[src/rtl/poly_conv_engine.sv]
// Sequential linear-convolution engine: streams in h then x, emits y[k] using one MAC per cycle.
// Define POLY_CONV_SAT_EN for unsigned saturation of out_data; by default results wrap modulo 2^OUT_W.
module poly_conv_engine #(
  parameter int DATA_W = 4,
  parameter int LEN_X  = 4,
  parameter int LEN_H  = 4,
  parameter int OUT_W  = 10
) (
  input  logic              clk,
  input  logic              rst_n,
  input  logic              in_valid,
  output logic              in_ready,
  input  logic [DATA_W-1:0] in_data,
  input  logic              reuse_h,
  output logic              out_valid,
  input  logic              out_ready,
  output logic [OUT_W-1:0]  out_data,
  output logic              out_last,
  output logic              busy
);

  localparam int MIN_LEN = (LEN_X < LEN_H) ? LEN_X : LEN_H;
  localparam int ACC_W   = 2 * DATA_W + $clog2(MIN_LEN) + 1;
  localparam int K_W     = $clog2(LEN_X + LEN_H);
  localparam int XI_W    = (LEN_X > 1) ? $clog2(LEN_X) : 1;
  localparam int HI_W    = (LEN_H > 1) ? $clog2(LEN_H) : 1;

  localparam logic [K_W-1:0] LAST_K = K_W'(LEN_X + LEN_H - 2);
  localparam logic [K_W-1:0] H_TOP  = K_W'(LEN_H - 1);
  localparam logic [K_W-1:0] X_TOP  = K_W'(LEN_X - 1);

  typedef enum logic [1:0] {LOAD_H, LOAD_X, COMPUTE, OUTPUT} state_t;

  state_t state, state_nxt;

  logic [DATA_W-1:0] h_mem [LEN_H];
  logic [DATA_W-1:0] x_mem [LEN_X];

  logic [K_W-1:0]      idx, k, j;
  logic [K_W-1:0]      jhi, k_nxt, jlo_nxt;
  logic [ACC_W-1:0]    acc;
  logic [DATA_W-1:0]   x_term, h_term;
  logic [2*DATA_W-1:0] prod;
  logic [OUT_W-1:0]    acc_fit;
  logic                in_fire, out_fire;

  assign in_fire  = in_valid && in_ready;
  assign out_fire = out_valid && out_ready;

  // Term window for the current k, and the k/jlo that the next COMPUTE entry will start from.
  always_comb begin
    jhi     = (k < X_TOP) ? k : X_TOP;
    k_nxt   = (state == OUTPUT) ? k + K_W'(1) : '0;
    jlo_nxt = (k_nxt > H_TOP) ? k_nxt - H_TOP : '0;
    x_term  = x_mem[XI_W'(j)];
    h_term  = h_mem[HI_W'(k - j)];
    prod    = {{DATA_W{1'b0}}, x_term} * {{DATA_W{1'b0}}, h_term};
  end

`ifdef POLY_CONV_SAT_EN
  localparam int EXT_W = (ACC_W > OUT_W) ? ACC_W : OUT_W;
  localparam logic [EXT_W-1:0] OUT_MAX = EXT_W'({OUT_W{1'b1}});
  logic [EXT_W-1:0] acc_ext;
  always_comb begin
    acc_ext = EXT_W'(acc);
    acc_fit = (acc_ext > OUT_MAX) ? {OUT_W{1'b1}} : OUT_W'(acc_ext);
  end
`else
  always_comb acc_fit = OUT_W'(acc);
`endif

  always_ff @(posedge clk) begin
    if (!rst_n) state <= LOAD_H;
    else        state <= state_nxt;
  end

  always_comb begin
    state_nxt = state;
    unique case (state)
      LOAD_H:  if (in_fire && idx == H_TOP) state_nxt = LOAD_X;
      LOAD_X:  if (in_fire && idx == X_TOP) state_nxt = COMPUTE;
      COMPUTE: if (j == jhi) state_nxt = OUTPUT;
      OUTPUT: begin
        if (out_fire) begin
          if (k != LAST_K)  state_nxt = COMPUTE;
          else if (reuse_h) state_nxt = LOAD_X;
          else              state_nxt = LOAD_H;
        end
      end
      default: state_nxt = LOAD_H;
    endcase
  end

  always_comb begin
    in_ready  = (state == LOAD_H) || (state == LOAD_X);
    out_valid = (state == OUTPUT);
    out_last  = (state == OUTPUT) && (k == LAST_K);
    busy      = (state == COMPUTE) || (state == OUTPUT);
    out_data  = (state == OUTPUT) ? acc_fit : '0;
  end

  // Sample storage needs no reset; contents are rewritten before they are ever read.
  always_ff @(posedge clk) begin
    if (state == LOAD_H && in_fire) h_mem[HI_W'(idx)] <= in_data;
    if (state == LOAD_X && in_fire) x_mem[XI_W'(idx)] <= in_data;
  end

  always_ff @(posedge clk) begin
    if (!rst_n) begin
      idx <= '0;
      k   <= '0;
      j   <= '0;
      acc <= '0;
    end else begin
      unique case (state)
        LOAD_H: begin
          if (in_fire) idx <= (idx == H_TOP) ? '0 : idx + K_W'(1);
        end
        LOAD_X: begin
          if (in_fire) begin
            if (idx == X_TOP) begin
              idx <= '0;
              k   <= k_nxt;
              j   <= jlo_nxt;
              acc <= '0;
            end else begin
              idx <= idx + K_W'(1);
            end
          end
        end
        COMPUTE: begin
          acc <= acc + ACC_W'(prod);
          if (j != jhi) j <= j + K_W'(1);
        end
        OUTPUT: begin
          if (out_fire && k != LAST_K) begin
            k   <= k_nxt;
            j   <= jlo_nxt;
            acc <= '0;
          end
        end
        default: ;
      endcase
    end
  end

endmodule
[config.mk]
export PLATFORM = sky130hd
export DESIGN_NAME = poly_conv_engine
export DESIGN_NICKNAME = d
export VERILOG_FILES = /design/src/rtl/poly_conv_engine.sv
export SDC_FILE = /design/constraint.sdc
export NUM_CORES = 1
export LEC_CHECK = 0
export CORE_UTILIZATION = 37
export CTS_BUF_LIST = sky130_fd_sc_hd__clkbuf_4
export DETAILED_ROUTE_END_ITERATION = 10
export GPL_TIMING_DRIVEN = 1
export PLACE_DENSITY = 0.54
export SYNTH_ARGS = -nofsm -noshare
export SYNTH_HDL_FRONTEND = slang
export SYNTH_SLANG_ARGS = --single-unit
[constraint.sdc]
create_clock -name clk -period 4.7 [get_ports clk]
set_input_delay 0.94 -clock clk [delete_from_list [all_inputs] [get_ports clk]]
set_output_delay 0.94 -clock clk [all_outputs]
set_load 0.03 [all_outputs]
==> metrics.txt <==
outcome complete, no violations; Placed Area 0.00363 mm²; die width approximately 96 µm; power consumption a little over 0.8 mW; PwrDens ~220 mW/mm²; fin worst setup slack ~0.28 ns; R2R depth 14; setup tns final 0 ns; die area between 0.009 and 0.01 mm²; CTS buffer count 5; Seq/Total Area, Yosys 0.430; CP startpoint k[0]; crit path launch type register; post-route ant nets 0; post-synth top area share 0.291; Sw Ratio 0.253; Post-Syn Instances 307; Post-synth EDFFs 32; RePlAce Congestion around 0.77; Syn Nets ~350; flop-to-flop setup slack about 0.28 ns; Yosys Warn Count 0; number of port buffers 22; critical path endpoint category register; Rows 34; layout cells sized above 1 0.101; Clock Tree Buf Depth 2; asr flop ratio synth 0; Detail Placement HPWL approximately 5300 µm; placed instance count about 430; Starting Density 0.381; cell taking the most area after synthesis edfxtp_1; clk_lat worst skew between 0.3 and 0.4 ns; vias in the first global route between 2000 and 2500; Worst VDD drop 0.000116 V; max_cap viols 0; Netlist cell types 47; Post-Place Worst Slack ~0.21 ns; Layout Nets ~370; pins over their slew limit 0; worst hold start acc[5]; grt ovf 0; total of fill cells in the finished design a little under 900; Final Hold Fails 0; Mean Syn Cell Area approximately 11 µm²; Critical Path End acc[9]; Worst EP required 5.02 ns; mapped cell area approximately 0.0033 mm²; Comb pwr share 0.103; Final Routed Wirelength 7050 µm; crit path max fanout 4; Psw about 0.21 mW; RSZ-0062 raised after global routing false; via count between 2000 and 2500; CTS clock-pin slew for the worst setup and hold paths 0.16 ns; Synth Register Bits 55; Starting DRT DRC Count about 110; clock skew roughly 0.008 ns; top_reg_cell synth edfxtp_1; # setup viols final 0; Max Fclk between 200 and 250 MHz; final instance area 0.00371 mm²; core footprint around 0.0087 mm²; Synth area leaders edfxtp_1 29%, dfxtp_1 14%, ha_1 11%; Relative slew margins 0.425; type of the worst setup path register to register; Tcrit/Tclk final 0.940; drt drc 0; CTS tree yes; final cell utilization of the core 0.427; Fin Hold WS approximately 0.50 ns; drt pass-1 iters 4; Layout area overhead 12.2%; Reg power frac 0.632; cts hold-fix bufs 0; Lkg Pwr 1.49 nW; first-pass GRT wire length 11700 µm; CTS H-tree depth 2; Worst Hold Class register to register; Final min period ~4.4 ns; pin count of the biggest net entering global routing 24; Least-Margin Pin Slew about 0.86 ns; Via density about 5.3; Reg-to-Reg Start k[0]; diodes inserted 0; Internal Power 0.613 mW; CTS resizes 0; I/O pins 23; Clk pwr share 0.265; gr usage total 0.166; clk sink count 55; WL per Instance 16.2 µm; postcts setup bufs 0; critical path data arrival time ~4.7 ns; initial antenna violation count 0; root buffer cell clkbuf_4; fin cells 435; reg2reg end acc[9]; Die Y 96.5 µm
## cell usage after synthesis, drive strengths merged (2+ instances only)
library cell and n:
o211ai 4, o21ai 7, dfxtp 23, a21o 5, ha 28, mux2i 6
o21a 3, edfxtp 32, or3 3, and3 8, nor3 6, a211o 3
fa 9, nand3 9, mux4 8, nand3b 4, clkbuf 12, xor2 2
nand2 16, nand2b 3, inv 30, nor2 24, a211oi 3, o2111ai 2
or2 2, a21oi 15, a32oi 4, xnor2 2, nor2b 3, nand4 5
and2 14
## registers in the layout, summed over array words and instances, names as in the netlist, named ones only
name	count
acc	10
h_mem	16
idx	3
j	3
k	3
state	2
x_mem	16
## cell usage in the layout (no fill, tap or decap), types with 6 or more instances in the layout
cell type and n:
a21oi_1 15, edfxtp_1 32, nor3_1 6, nand3_1 9
nor2_1 24, fa_1 9, mux4_2 8, ha_1 28
and3_1 8, dfxtp_1 22, and2_2 7, nand2_1 16
mux2i_1 6, clkdlybuf4s50_1 22, and2_1 7, inv_1 30
## worst max-delay path, cell delays in order (launching register included)
cell and delay, ns:
dfxtp_1 0.36, inv_1 0.08, ha_1 0.27, xnor2_4 0.30, mux4_2 0.57, nand2_1 0.10, fa_1 0.45, fa_1 0.52
fa_1 0.52, inv_1 0.04, ha_1 0.34, nand3_1 0.15, a211o_1 0.29, a22oi_1 0.17, mux2i_1 0.19
## worst min-delay path by stage
stage / depth (start not counted) / end
floorplan: 2 / acc[5]
global placement: 2 / acc[5]
detailed placement: 2 / acc[5]
CTS: 2 / acc[5]
global route: 2 / acc[5]
finish: 2 / acc[5]
## power by group through the flow
stage / combinational, mW / sequential (mW) / clock [mW]
3_5_place_dp: 0.0849 / 0.530 / 0
4_1_cts: 0.0852 / 0.519 / 0.228
3_3_place_gp: 0.0827 / 0.530 / 0
2_1_floorplan: 0.0582 / 0.529 / 0
5_1_grt: 0.0962 / 0.520 / 0.247
6_report: 0.0844 / 0.519 / 0.218
## cells by family (layout without fill, tap and decap cells)
family | after synthesis | in the layout | share of synthesized area
adder cells (fa/ha/maj) | 37 | 37 | 0.161
AND/OR/NAND/NOR | 100 | 100 | 0.159
XOR/XNOR | 4 | 4 | 0.0152
buffers and inverters | 42 | 62 | 0.0477
flip-flops | 55 | 55 | 0.430
multiplexers | 14 | 14 | 0.0727
AO/OA/AOI/OAI | 55 | 55 | 0.114
## area by class of cell
type                       count  area [µm²]  share of cell area
multi-input combinational    210        1740               0.470
sequential                    55        1420               0.384
timing repair buffer          24         235              0.0635
tap                          108         135              0.0365
inverter                      30         113              0.0304
clock buffer                   5        37.5              0.0101
clock inverter                 3        22.5             0.00608
## metal layers
layer / vias up / GRT usage / part of all wire
met1: 1105 / 0.228 / 0.48
met3: 9 / 0.0243 / 0.033
met4: 0 / 0.0515 / 0.018
met5: - / 0 / 0
li1: 1143 / - / -
met2: 50 / 0.270 / 0.47
No activity file was read; power rests on OpenSTA's default activity.
